File: src/rtl/ps2_scancode_receiver_if.sv
// Signal bundle between the PS/2 pins, the receiver and the entry controllers.
// The receiver uses the slave modport; the keyboard side uses the master modport.
interface ps2_scancode_receiver_if;
  logic       ps2Clk;
  logic       ps2Data;
  logic [7:0] key;
  logic       frameError;
  logic       busy;

  modport master (
    output ps2Clk,
    output ps2Data,
    input  key,
    input  frameError,
    input  busy
  );

  modport slave (
    input  ps2Clk,
    input  ps2Data,
    output key,
    output frameError,
    output busy
  );
endinterface

File: src/rtl/ps2_scancode_receiver.sv
// PS/2 keyboard frame receiver: synchronises and filters the pins, decodes
// 11-bit frames and emits make codes as one-cycle strobes on key.
module ps2_scancode_receiver #(
  parameter int FILTER_LEN     = 8,
  parameter int TIMEOUT_CYCLES = 100000
) (
  input  logic                    clk,
  input  logic                    reset,
  ps2_scancode_receiver_if.slave  ps2_if
);

  typedef enum logic [1:0] {
    S_IDLE,
    S_DATA,
    S_PARITY,
    S_STOP
  } state_e;

  localparam int FW = $clog2(FILTER_LEN + 1);
  localparam int TW = $clog2(TIMEOUT_CYCLES + 1);
  localparam logic [FW-1:0] FILT_LAST = FW'(FILTER_LEN - 1);
  localparam logic [TW-1:0] TO_LAST   = TW'(TIMEOUT_CYCLES - 1);

  logic          ps2_clk_meta_q,  ps2_clk_meta_d;
  logic          ps2_clk_sync_q,  ps2_clk_sync_d;
  logic          ps2_data_meta_q, ps2_data_meta_d;
  logic          ps2_data_sync_q, ps2_data_sync_d;
  logic          filt_clk_q,      filt_clk_d;
  logic [FW-1:0] filt_cnt_q,      filt_cnt_d;
  state_e        state_q,         state_d;
  logic [2:0]    bit_cnt_q,       bit_cnt_d;
  logic [7:0]    shift_q,         shift_d;
  logic          parity_q,        parity_d;
  logic [TW-1:0] to_cnt_q,        to_cnt_d;
  logic          break_q,         break_d;
  logic          ext_q,           ext_d;
  logic [7:0]    key_q,           key_d;
  logic          frame_err_q,     frame_err_d;

  logic fall;
  logic frame_done;
  logic frame_bad;
  logic timed_out;

  // Synchroniser and clock filter: the filtered level only moves after
  // FILTER_LEN consecutive synchronised samples disagree with it.
  always_comb begin : filter_comb
    // NOTE: every signal written in an always_comb gets a default first so no path leaves it unassigned (no latch).
    ps2_clk_meta_d  = ps2_if.ps2Clk;
    ps2_clk_sync_d  = ps2_clk_meta_q;
    ps2_data_meta_d = ps2_if.ps2Data;
    ps2_data_sync_d = ps2_data_meta_q;
    filt_clk_d      = filt_clk_q;
    filt_cnt_d      = '0;
    if (ps2_clk_sync_q != filt_clk_q) begin
      if (filt_cnt_q == FILT_LAST) begin
        filt_clk_d = ps2_clk_sync_q;
      end else begin
        filt_cnt_d = filt_cnt_q + FW'(1);
      end
    end
    fall = filt_clk_q & ~filt_clk_d;
  end

  always_comb begin : frame_comb
    state_d     = state_q;
    bit_cnt_d   = bit_cnt_q;
    shift_d     = shift_q;
    parity_d    = parity_q;
    break_d     = break_q;
    ext_d       = ext_q;
    key_d       = 8'h00;
    frame_err_d = 1'b0;
    frame_done  = 1'b0;
    frame_bad   = 1'b0;

    if (state_q == S_IDLE || fall) begin
      to_cnt_d = '0;
    end else begin
      to_cnt_d = to_cnt_q + TW'(1);
    end

    case (state_q)
      S_IDLE: begin
        if (fall && !ps2_data_sync_q) begin
          state_d   = S_DATA;
          bit_cnt_d = '0;
          shift_d   = '0;
        end
      end
      S_DATA: begin
        if (fall) begin
          shift_d   = {ps2_data_sync_q, shift_q[7:1]};
          bit_cnt_d = bit_cnt_q + 3'd1;
          if (bit_cnt_q == 3'd7) begin
            state_d = S_PARITY;
          end
        end
      end
      S_PARITY: begin
        if (fall) begin
          parity_d = ps2_data_sync_q;
          state_d  = S_STOP;
        end
      end
      S_STOP: begin
        if (fall) begin
          frame_done = 1'b1;
          frame_bad  = !(ps2_data_sync_q && (^{shift_q, parity_q}));
        end
      end
      default: state_d = S_IDLE;
    endcase

    // A fall in the same cycle as the last timeout count keeps the frame alive.
    timed_out = (state_q != S_IDLE) && !fall && (to_cnt_q == TO_LAST);

    if (frame_done && !frame_bad) begin
      if (shift_q == 8'hF0) begin
        break_d = 1'b1;
      end else if (shift_q == 8'hE0) begin
        ext_d = 1'b1;
      end else begin
        key_d   = break_q ? 8'h00 : shift_q;
        break_d = 1'b0;
        ext_d   = 1'b0;
      end
    end

    if (frame_bad || timed_out) begin
      frame_err_d = 1'b1;
      break_d     = 1'b0;
      ext_d       = 1'b0;
    end

    // Every return to IDLE wipes the frame datapath so nothing leaks into the next frame.
    if (frame_done || timed_out) begin
      state_d   = S_IDLE;
      bit_cnt_d = '0;
      shift_d   = '0;
      parity_d  = 1'b0;
      to_cnt_d  = '0;
    end
  end

  always_ff @(posedge clk) begin
    // NOTE: sequential state uses non-blocking assignments so every flop samples pre-edge values.
    if (reset) begin
      ps2_clk_meta_q  <= 1'b1;
      ps2_clk_sync_q  <= 1'b1;
      ps2_data_meta_q <= 1'b1;
      ps2_data_sync_q <= 1'b1;
      filt_clk_q      <= 1'b1;
      filt_cnt_q      <= '0;
      state_q         <= S_IDLE;
      bit_cnt_q       <= '0;
      shift_q         <= '0;
      parity_q        <= 1'b0;
      to_cnt_q        <= '0;
      break_q         <= 1'b0;
      ext_q           <= 1'b0;
      key_q           <= 8'h00;
      frame_err_q     <= 1'b0;
    end else begin
      ps2_clk_meta_q  <= ps2_clk_meta_d;
      ps2_clk_sync_q  <= ps2_clk_sync_d;
      ps2_data_meta_q <= ps2_data_meta_d;
      ps2_data_sync_q <= ps2_data_sync_d;
      filt_clk_q      <= filt_clk_d;
      filt_cnt_q      <= filt_cnt_d;
      state_q         <= state_d;
      bit_cnt_q       <= bit_cnt_d;
      shift_q         <= shift_d;
      parity_q        <= parity_d;
      to_cnt_q        <= to_cnt_d;
      break_q         <= break_d;
      ext_q           <= ext_d;
      key_q           <= key_d;
      frame_err_q     <= frame_err_d;
    end
  end

  assign ps2_if.key        = key_q;
  assign ps2_if.frameError = frame_err_q;
  assign ps2_if.busy       = (state_q != S_IDLE);

endmodule
File: src/flat_wrapper.sv
// flat-port wrapper written by rule: the top's interface ports become plain ports
module ps2_scancode_receiver_flat 
#(
  parameter int FILTER_LEN     = 8,
  parameter int TIMEOUT_CYCLES = 100000
)
  (clk, reset, ps2_if_ps2Clk, ps2_if_ps2Data, ps2_if_key, ps2_if_frameError, ps2_if_busy);
  ps2_scancode_receiver_if ps2_if_i ();
  input  logic clk;
  input  logic reset;
  input wire logic [$bits(ps2_if_i.ps2Clk)-1:0] ps2_if_ps2Clk;
  input wire logic [$bits(ps2_if_i.ps2Data)-1:0] ps2_if_ps2Data;
  output wire logic [$bits(ps2_if_i.key)-1:0] ps2_if_key;
  output wire logic [$bits(ps2_if_i.frameError)-1:0] ps2_if_frameError;
  output wire logic [$bits(ps2_if_i.busy)-1:0] ps2_if_busy;
  assign ps2_if_i.ps2Clk = ps2_if_ps2Clk;
  assign ps2_if_i.ps2Data = ps2_if_ps2Data;
  assign ps2_if_key = ps2_if_i.key;
  assign ps2_if_frameError = ps2_if_i.frameError;
  assign ps2_if_busy = ps2_if_i.busy;
  ps2_scancode_receiver #(.FILTER_LEN(FILTER_LEN), .TIMEOUT_CYCLES(TIMEOUT_CYCLES)) u_core (.clk(clk), .reset(reset), .ps2_if(ps2_if_i));
endmodule
File: config.mk
export PLATFORM = sky130hd
export DESIGN_NAME = ps2_scancode_receiver_flat
export DESIGN_NICKNAME = d
export VERILOG_FILES = /design/src/rtl/ps2_scancode_receiver_if.sv /design/src/rtl/ps2_scancode_receiver.sv /design/src/flat_wrapper.sv
export SDC_FILE = /design/constraint.sdc
export NUM_CORES = 1
export LEC_CHECK = 0
export ABC_AREA = 1
export CORE_ASPECT_RATIO = 0.9
export CORE_MARGIN = 1.5
export CORE_UTILIZATION = 35
export CTS_CLUSTER_DIAMETER = 30
export DETAILED_ROUTE_END_ITERATION = 8
export HOLD_SLACK_MARGIN = 0.08
export PLACE_DENSITY = 0.62
export SETUP_SLACK_MARGIN = 0.15
export SYNTH_ARGS = -nofsm -noshare
export SYNTH_HDL_FRONTEND = slang
export SYNTH_SLANG_ARGS = --single-unit
File: constraint.sdc
create_clock -name clk -period 4.75 [get_ports clk]
set_input_delay 0.7125 -clock clk [delete_from_list [all_inputs] [get_ports clk]]
set_output_delay 0.7125 -clock clk [all_outputs]
set_load 0.05 [all_outputs]
* Word-level counts from Yosys, hierarchy flattened
Index checks and enable logic that the tools add are counted.
Operators by class: add/subtract/negate cells 3, equal/unequal tests 14, multiplexer cells 20, bitwise logic cells 4, reduce and logical (&&, ||, !) cells 26
Operators with widths (number):
- adder 17 x 1 -> 17 bit (second input constant) | 1
- equality test 17 bit (second input constant) | 1
- equality test 8 bit (second input constant) | 2
- 2-to-1 mux 8 bit | 2
- one-hot mux 8 bit (2 select lines) | 1
- 2-to-1 mux 1 bit | 9
- parity 9 bit | 1
- 2-to-1 mux 2 bit | 4
- inequality test 2 x 1 -> 1 bit (second input constant) | 4
- 2-to-1 mux 3 bit | 2
- one-hot mux 2 bit (3 select lines) | 1
- one-hot mux 3 bit (2 select lines) | 1
- OR reduction 3 bit | 2
- logical AND 1 bit | 5
- AND reduction 5 bit | 1
- OR reduction 5 bit | 1
- adder 4 x 1 -> 4 bit (second input constant) | 1
- equality test 2 bit (second input constant) | 2
- equality test 4 x 3 -> 1 bit (second input constant) | 1
- logical NOT 1 bit | 4
- AND reduction 2 bit | 2
- nonzero test 2 bit | 2
- OR reduction 2 bit | 2
- adder 3 x 1 -> 3 bit (second input constant) | 1
- other kinds (10) | 14
Word-level totals: flip-flop bits (word level) 50, output and inout port bits 10, logic and storage cells 81

* Logic depth before layout (Yosys ltp)
Gate-level depths: netlist of run 1.
depth after elaboration 11, gate-level depth with buffers 14, gate-level depth less buffers 13

* Least setup slack after synthesis of run 1
Ideal clock, no wire load.
path type reg-to-reg, start reg u_core.state_q[0], end reg u_core.to_cnt_q[14], setup time 0.115 ns, data arrival time 1.661 ns, data required time 4.635 ns, setup slack 2.974 ns, cell stages (with the launch flop) 12, buffers on the path 1, clock period less this slack 1.776 ns, cells stage by stage dfxtp_1 > inv_1 > ha_1 > inv_1 > nand2_2 > inv_2 > nand2_2 > nand2_2 > nor2_4 > nand2_2 > buf_6 > nor2_2
On the way: cells in the longest elaborated chain, start to end 5, elaborated cells between the ends (all ways) 9, those cells by class eq/ne (1); mux (1); reduce/logical (7)
Ends and longest elaborated chain:
- start, declared | RTL line ps2_scancode_receiver.sv:30 | state_e state_q, state_d;
- start signal, assigned | RTL line ps2_scancode_receiver.sv:171 | state_q <= state_d;
- nonzero test 2 bit
- net ps2_if_busy | RTL line flat_wrapper.sv:15 | output wire logic [$bits(ps2_if_i.busy)-1:0] ps2_if_busy;
- logical AND 1 bit (2 in series) | RTL line ps2_scancode_receiver.sv:116 | timed_out = (state_q != S_IDLE) && !fall && (to_cnt_q == TO_LAST);
- logical OR 1 bit | RTL line ps2_scancode_receiver.sv:137 | if (frame_done || timed_out) begin
- OR reduction 3 bit (no line)
- end signal, assigned | RTL line ps2_scancode_receiver.sv:175 | to_cnt_q <= to_cnt_d;
- end, declared | RTL line ps2_scancode_receiver.sv:34 | logic [TW-1:0] to_cnt_q, to_cnt_d;
The timed path passes the listed nets, and every way through them passes these cells. A chain may end at the register's enable or synchronous reset.

* Final worst setup path of run 1
start reg u_core.state_q[0], end out ps2_if_busy
On the way: cells in the longest elaborated chain, start to end 1
Ends and longest elaborated chain:
- nonzero test 2 bit | RTL line ps2_scancode_receiver.sv:185 | assign ps2_if.busy = (state_q != S_IDLE);
- end, declared | RTL line flat_wrapper.sv:15
No other way between the ends.

==> impl_summary.log, run 1 <==
INFO  metric status = finished, final reports clean
INFO  metric postSynthAreaPerCell = 7.63 um2
INFO  metric design.core.area = 6220 um2
INFO  metric fin_setup_tns = 0 ps
INFO  metric first_global_vias = 1589
INFO  metric power_density = 260 nW/um2
INFO  metric cts_max_path_buffers = 2
INFO  metric grt_use_total = 12.2%
INFO  metric syn_to_layout_area_delta = 12.6%
INFO  metric report.final.slew_viol_count = 0
INFO  metric multiInputGateArea = 1120 um2
INFO  metric cell_row_count = 27
INFO  metric final.period_utilization = 55.8%
INFO  metric port_buffers = 13
INFO  metric endpoint_kind = primary output
INFO  metric ctsHtreeMaxLevel = 2
INFO  metric period_needed = 2650 ps
INFO  metric worstPathRequired = 4040 ps
INFO  metric holdCritPathClass = register to register
INFO  metric post-layout-total-power = 667 uW
INFO  metric clk_pin_slew_worst_paths = 90 ps
INFO  metric io_pins = 14
INFO  metric most-common-layout-cells = sky130_fd_sc_hd__nand2_1, sky130_fd_sc_hd__dfxtp_1, sky130_fd_sc_hd__nor2_1, sky130_fd_sc_hd__inv_1, sky130_fd_sc_hd__nand3_1
INFO  metric drc_errors = 0
INFO  metric total_of_max_cap_violations = 0
INFO  metric warning_count_from_the_yosys_run = 0
INFO  metric dieArea = 7010 um2
INFO  metric timing.hold.ws = 413 ps
INFO  metric initial_utilization = 36.7%
INFO  metric dp_hpwl = 2810 um
INFO  metric post-cts-setup-buffer-count = 0
INFO  metric maximum_fanout_along_the_worst_path = 5
INFO  metric finClkSkew = 7.12 ps
INFO  metric die_w = 88.1 um
INFO  metric diodes = 0
INFO  metric drt_iter0_drc = 93
INFO  metric cts-hold-fix-buffers = 0
INFO  metric ctsResizeCount = 0
INFO  metric syn-cell-area = 2280 um2
INFO  metric nFillCells = 642
INFO  metric grt_setup_unrepaired = false
INFO  metric ir_worst_vdd = 0.000148 V
INFO  metric synthesis.nets = 312
INFO  metric ys_seq_elements = 50
INFO  metric cts_inserted_buffers = 5
INFO  metric tritoncts_num_sinks = 50
INFO  metric drt-wirelength-per-cell = 9.65 um
INFO  metric last_weighted_congestion_value_of_the_routability_driven_placer = 0.820
INFO  metric grt_max_degree = 18
INFO  metric sequential_cell_area = 1000 um2
INFO  metric setup_viol = 0
INFO  metric power_leakage = 0.914 nW
INFO  metric startpoint_type = register
INFO  metric arrival = 1940 ps
INFO  metric worstMarginPinSlew = 753 ps
INFO  metric overflow = 0
INFO  metric dieHeight = 79.6 um
INFO  metric initial_antenna_violation_count = 0
INFO  metric relative_slew_slack = 49.6%
INFO  metric vias = 1764
INFO  metric avgViaCountPerCell = 4.40
INFO  metric finalHoldViolCount = 0
INFO  metric most_frequent_standard_cell_in_the_layout_excluding_fill_and_tap_cells = sky130_fd_sc_hd__nand2_1
INFO  metric critPathKind = register to primary output
INFO  metric synthDistinctLibCells = 25
INFO  metric global_route_wire_length_before_repair = 6830 um
INFO  metric final_routed_wirelength = 3870 um
INFO  metric cts_tree = built
INFO  metric ys_seq_area_share = 43.9%
INFO  metric cts_root_buf = sky130_fd_sc_hd__clkbuf_8
INFO  metric drtAntennaViolNets = 0
INFO  metric drive_above_1_share = 13.7%
INFO  metric number_of_search_and_repair_iterations_in_the_first_detailed_routing_pass = 4
INFO  metric insertion_delay = 300 ps
INFO  metric finalNetCount = 327
INFO  metric synth_cells = 299
INFO  metric timing.fmax = 377 MHz
[worst max-delay path: stages (launching register included)]
cell and delay [ps]:
sky130_fd_sc_hd__dfxtp_1 410, sky130_fd_sc_hd__inv_1 80, sky130_fd_sc_hd__ha_1 250, sky130_fd_sc_hd__inv_1 100, sky130_fd_sc_hd__clkdlybuf4s50_1 810
[cells by family after synthesis]
kind of cell / count (synthesis) / share of synthesized area [%]
compound gates: 24 / 7.07
xor+xnor: 8 / 3.07
fa+ha+maj: 9 / 4.93
buf+inv: 40 / 7.13
flops: 50 / 43.9
simple gates: 168 / 33.9
[report_power, final]
part           internal [mW]  leakage (nW)  switching [mW]
sequential             0.421         0.404        0.000844
combinational        0.00451         0.467         0.00598
clock                 0.0992        0.0438           0.136
total                  0.524         0.914           0.142
[cell usage after synthesis]
master / n / share of area [%]
sky130_fd_sc_hd__o21ai_0: 3 / 0.66
sky130_fd_sc_hd__nor2_1: 37 / 6.1
sky130_fd_sc_hd__nand2_2: 5 / 1.4
sky130_fd_sc_hd__inv_2: 3 / 0.49
sky130_fd_sc_hd__nand2_1: 65 / 11
sky130_fd_sc_hd__nor3b_1: 6 / 2.0
sky130_fd_sc_hd__ha_1: 9 / 4.9
sky130_fd_sc_hd__buf_2: 1 / 0.22
sky130_fd_sc_hd__dfxtp_1: 50 / 44
sky130_fd_sc_hd__a21oi_1: 10 / 2.2
sky130_fd_sc_hd__nor3_2: 1 / 0.44
sky130_fd_sc_hd__nor3_1: 10 / 2.2
sky130_fd_sc_hd__nand4_1: 2 / 0.55
sky130_fd_sc_hd__a21oi_2: 11 / 4.2
sky130_fd_sc_hd__clkbuf_1: 2 / 0.33
sky130_fd_sc_hd__buf_6: 1 / 0.49
sky130_fd_sc_hd__nand3_1: 25 / 5.5
sky130_fd_sc_hd__xnor2_1: 4 / 1.5
sky130_fd_sc_hd__xor2_1: 4 / 1.5
sky130_fd_sc_hd__nor2_4: 2 / 0.99
sky130_fd_sc_hd__nand3b_1: 1 / 0.33
sky130_fd_sc_hd__nor2_2: 7 / 1.9
sky130_fd_sc_hd__buf_4: 1 / 0.33
sky130_fd_sc_hd__inv_1: 32 / 5.3
sky130_fd_sc_hd__or2_2: 7 / 1.9
[per-stage QoR]
step	utilization (%)	worst slack, ps	cell area (um2)	std cells
floorplan	-	2970	2280	299
global placement	40.1	2460	2490	394
detailed placement	40.1	2420	2490	394
CTS	41.3	2070	2570	401
global route	41.3	2000	2570	401
finish	41.3	2100	2570	401
[path summary, 6_finish.rpt]
check                                       startpoint                endpoint  slack (ps)  cells past startpoint
worst max-delay path                 u_core.state_q[0]             ps2_if_busy        2100                      4
worst min-delay path            u_core.ps2_data_meta_q  u_core.ps2_data_sync_q         410                      1
worst max register to register    u_core.filt_cnt_q[0]     u_core.bit_cnt_q[0]        2430                     10
worst min register to register  u_core.ps2_data_meta_q  u_core.ps2_data_sync_q         410                      1
[flip-flops by register name, indices dropped and copies added, names as in the netlist]
| name | flops |
|---|---|
| u_core.shift_q | 8 |
| u_core.ps2_clk_meta_q | 1 |
| u_core.filt_cnt_q | 4 |
| u_core.ps2_if.key | 8 |
| u_core.state_q | 2 |
| u_core.to_cnt_q | 17 |
| u_core.filt_clk_q | 1 |
| u_core.ps2_data_sync_q | 1 |
| u_core.ps2_if.frameError | 1 |
| u_core.ps2_clk_sync_q | 1 |
| u_core.bit_cnt_q | 3 |
| u_core.break_q | 1 |
| u_core.ps2_data_meta_q | 1 |
| u_core.parity_q | 1 |
[area by class of cell]
| cell class | count | share of cell area (%) |
|---|---|---|
| tap | 87 | 4.24 |
| sequential | 50 | 39.0 |
| multi-input combinational | 209 | 43.5 |
| clock buffer | 5 | 2.68 |
| clock inverter | 2 | 0.390 |
| inverter | 35 | 5.11 |
| timing repair buffer | 13 | 5.07 |
[routing by layer]
layer,wire length [um],vias to the layer above,track usage (%)
li1,-,967,-
met1,2080,770,16.9
met2,1660,25,18.4
met3,119,2,3.10
met4,15,0,4.22
met5,0,-,0
(Power assumes the default switching activity.)
==> run 2, diff against run 1 <==
- clock period: 4.75 -> 2.7 ns (I/O delays scaled with it)
==> run 2 against run 1 <==
Effect of this change:
- global-route usage increased by 0.28 points
- clock skew increased by 4.6 ps
- non-clock buffer count increased by 1
- final area increased by 1.5%
- clock-buffer cell count unchanged
- routed wire length decreased by 0.85%
- cell count increased by 0.50%
- clock power increased by 120%
- sequential cell count unchanged
- power increased by 92%
- first-iteration DRC count increased by 28%
- die area unchanged
==> impl_summary.log, run 2 (synthesized netlist as in run 1, its figures left out) <==
INFO  metric cts_tree = built
INFO  metric port_buffers = 13 (unchanged)
INFO  metric last_weighted_congestion_value_of_the_routability_driven_placer = 0.776 (-5.3%)
INFO  metric io_pins = 14 (unchanged)
INFO  metric overflow = 0 (unchanged)
INFO  metric final_routed_wirelength = 3840 um (-0.85%)
INFO  metric timing.fmax = 426 MHz
INFO  metric grt_setup_unrepaired = false
INFO  metric dp_hpwl = 2850 um (+1.3%)
INFO  metric finalHoldViolCount = 0 (unchanged)
INFO  metric worstMarginPinSlew = 497 ps (-256 ps)
INFO  metric maximum_fanout_along_the_worst_path = 5 (unchanged)
INFO  metric period_needed = 2350 ps
INFO  metric total_of_max_cap_violations = 0 (unchanged)
INFO  metric swShare = 20.2% (-1.1 points)
INFO  metric initial_antenna_violation_count = 0 (unchanged)
INFO  metric internal-power = 1.02 mW (+95%)
INFO  metric design.core.area = 6220 um2 (unchanged)
INFO  metric worst_path_most_repeated_cell = sky130_fd_sc_hd__inv_1
INFO  metric first_global_vias = 1620 (+2.0%)
INFO  metric diodes = 0 (unchanged)
INFO  metric dieArea = 7010 um2 (unchanged)
INFO  metric power_leakage = 0.934 nW (+2.1%)
INFO  metric pre_cts_ws = 692 ps (-1730 ps)
INFO  metric cts_root_buf = sky130_fd_sc_hd__clkbuf_8
INFO  metric report.final.slew_viol_count = 0 (unchanged)
INFO  metric avgViaCountPerCell = 4.38 (-0.44%)
INFO  metric finalCoreUtilization = 41.9% (+0.60 points)
INFO  metric global_route_wire_length_before_repair = 7000 um (+2.4%)
INFO  metric register_with_the_most_flip_flops = u_core.to_cnt_q
INFO  metric dieHeight = 79.6 um (unchanged)
INFO  metric post-layout-total-power = 1.28 mW (+92%)
INFO  metric grt_use_total = 12.5% (+0.28 points)
INFO  metric drive_above_1_share = 14.2% (+0.55 points)
INFO  metric fin_setup_tns = 0 ps (unchanged)
INFO  metric clk_pin_slew_worst_paths = 90 ps (about the same)
INFO  metric relative_slew_slack = 66.8% (+17 points)
INFO  metric vias = 1765 (+0.057%)
INFO  metric holdCritPathClass = register to register
INFO  metric number_of_search_and_repair_iterations_in_the_first_detailed_routing_pass = 4 (unchanged)
INFO  metric drc_errors = 0 (unchanged)
INFO  metric status = finished, final reports clean
INFO  metric power_density = 491 nW/um2 (+89%)
INFO  metric share_clk_of_total_power = 40.6% (+5.4 points)
INFO  metric tritoncts_num_sinks = 50 (unchanged)
INFO  metric most_frequent_standard_cell_in_the_layout_excluding_fill_and_tap_cells = sky130_fd_sc_hd__nand2_1
INFO  metric p_seq_share = 57.9% (-5.3 points)
INFO  metric worstPathRequired = 2300 ps (-1740 ps)
INFO  metric setup_viol = 0 (unchanged)
INFO  metric cts-hold-fix-buffers = 0 (unchanged)
INFO  metric ctsResizeCount = 0 (unchanged)
INFO  metric insertion_delay = 300 ps (about the same)
INFO  metric power.net_switching = 259 uW (+82%)
INFO  metric timing.critical_path.slowest_cell_delay = 810 ps (about the same)
INFO  metric timing.hold.ws = 409 ps (-4.62 ps)
INFO  metric grt_max_degree = 18 (unchanged)
INFO  metric finalNetCount = 328 (+0.31%)
INFO  metric drt-wirelength-per-cell = 9.52 um (-1.3%)
INFO  metric cts_inserted_buffers = 5 (unchanged)
INFO  metric post-cts-setup-buffer-count = 0 (unchanged)
INFO  metric drtAntennaViolNets = 0 (unchanged)
INFO  metric final.period_utilization = 87.0%
INFO  metric ir_worst_vdd = 0.000249 V (+69%)
INFO  metric drt_iter0_drc = 119 (+28%)
INFO  metric ctsHtreeMaxLevel = 2 (unchanged)
INFO  metric largest_reg_flops = 17 (unchanged)
INFO  metric syn_to_layout_area_delta = 14.2%
INFO  metric crit_path_cell_trace = inv_1, ha_1, inv_1, clkdlybuf4s50_1
INFO  metric cts_max_path_buffers = 2 (unchanged)
INFO  metric arrival = 1940 ps (about the same)
INFO  metric postLayoutSetupSlackWorst = 352 ps (-1750 ps)
INFO  metric finClkSkew = 11.8 ps (+4.63 ps)
INFO  metric cell_row_count = 27 (unchanged)
INFO  metric cpMaxStageDelayCell = sky130_fd_sc_hd__clkdlybuf4s50_1
INFO  metric most-common-layout-cells = sky130_fd_sc_hd__nand2_1, sky130_fd_sc_hd__dfxtp_1, sky130_fd_sc_hd__nor2_1, sky130_fd_sc_hd__inv_1, sky130_fd_sc_hd__nand3_1
INFO  metric initial_utilization = 36.7% (unchanged)
INFO  metric die_w = 88.1 um (unchanged)
INFO  metric startpoint_type = register
INFO  metric endpoint_kind = primary output
INFO  metric critPathKind = register to primary output
INFO  metric combinational_group_share_of_total_power = 1.5% (about the same)
## run 2: changes by cell type in the layout (fill, tap and decap cells not counted)
cell / delta
sky130_fd_sc_hd__buf_4: +1
sky130_fd_sc_hd__bufinv_16: +1
## run 2: worst paths after layout
kind / cells past startpoint / slack [ps] / to / start
setup / recovery: 4 / 350 / ps2_if_busy / u_core.state_q[0]
hold / removal: 1 / 410 / u_core.ps2_data_sync_q / u_core.ps2_data_meta_q
setup reg to reg: 13 / 790 / u_core.to_cnt_q[13] / u_core.filt_cnt_q[0]
hold reg to reg: 1 / 410 / u_core.ps2_data_sync_q / u_core.ps2_data_meta_q
## run 2: cell type report
cell class                      instances  area [um2]
Clock buffer                            5        68.8
Tap cell                               87         109
Timing Repair Buffer                   14         138
Multi-Input combinational cell        209        1120
Fill cell                             668        3610
Sequential cell                        50        1000
Clock inverter                          3        40.0
Inverter                               35         131
## run 2: critical path, delay by kind of cell (launching register included)
| kind | cells | cell delay, ps |
|---|---|---|
| buffers and inverters | 3 | 1000 |
| adders and majority gates | 1 | 240 |
| DFF | 1 | 410 |
## run 2: power by group through the flow
stage	clock (mW)	sequential (mW)	combinational [mW]
5_1_grt	0.575	0.742	0.0212
6_report	0.520	0.742	0.0187
3_3_place_gp	0	0.759	0.0186
2_1_floorplan	0	0.758	0.0123
3_5_place_dp	0	0.759	0.0189
4_1_cts	0.540	0.742	0.0190
## run 2: metrics by stage
| stage | instances | cell area [um2] |
|---|---|---|
| 6_report | 403 | 2610 |
| 3_5_place_dp | 395 | 2500 |
| 2_1_floorplan | 299 | 2280 |
| 4_1_cts | 403 | 2610 |
| 5_1_grt | 403 | 2610 |
| 3_3_place_gp | 395 | 2500 |
## run 2: routing by layer
layer | part of all wire [%] | track usage (%) | vias up
met5 | 0 | 0 | -
li1 | - | - | 972
met4 | 0.99 | 3.28 | 0
met2 | 41 | 18.2 | 18
met1 | 55 | 18.0 | 770
met3 | 3.4 | 3.41 | 5
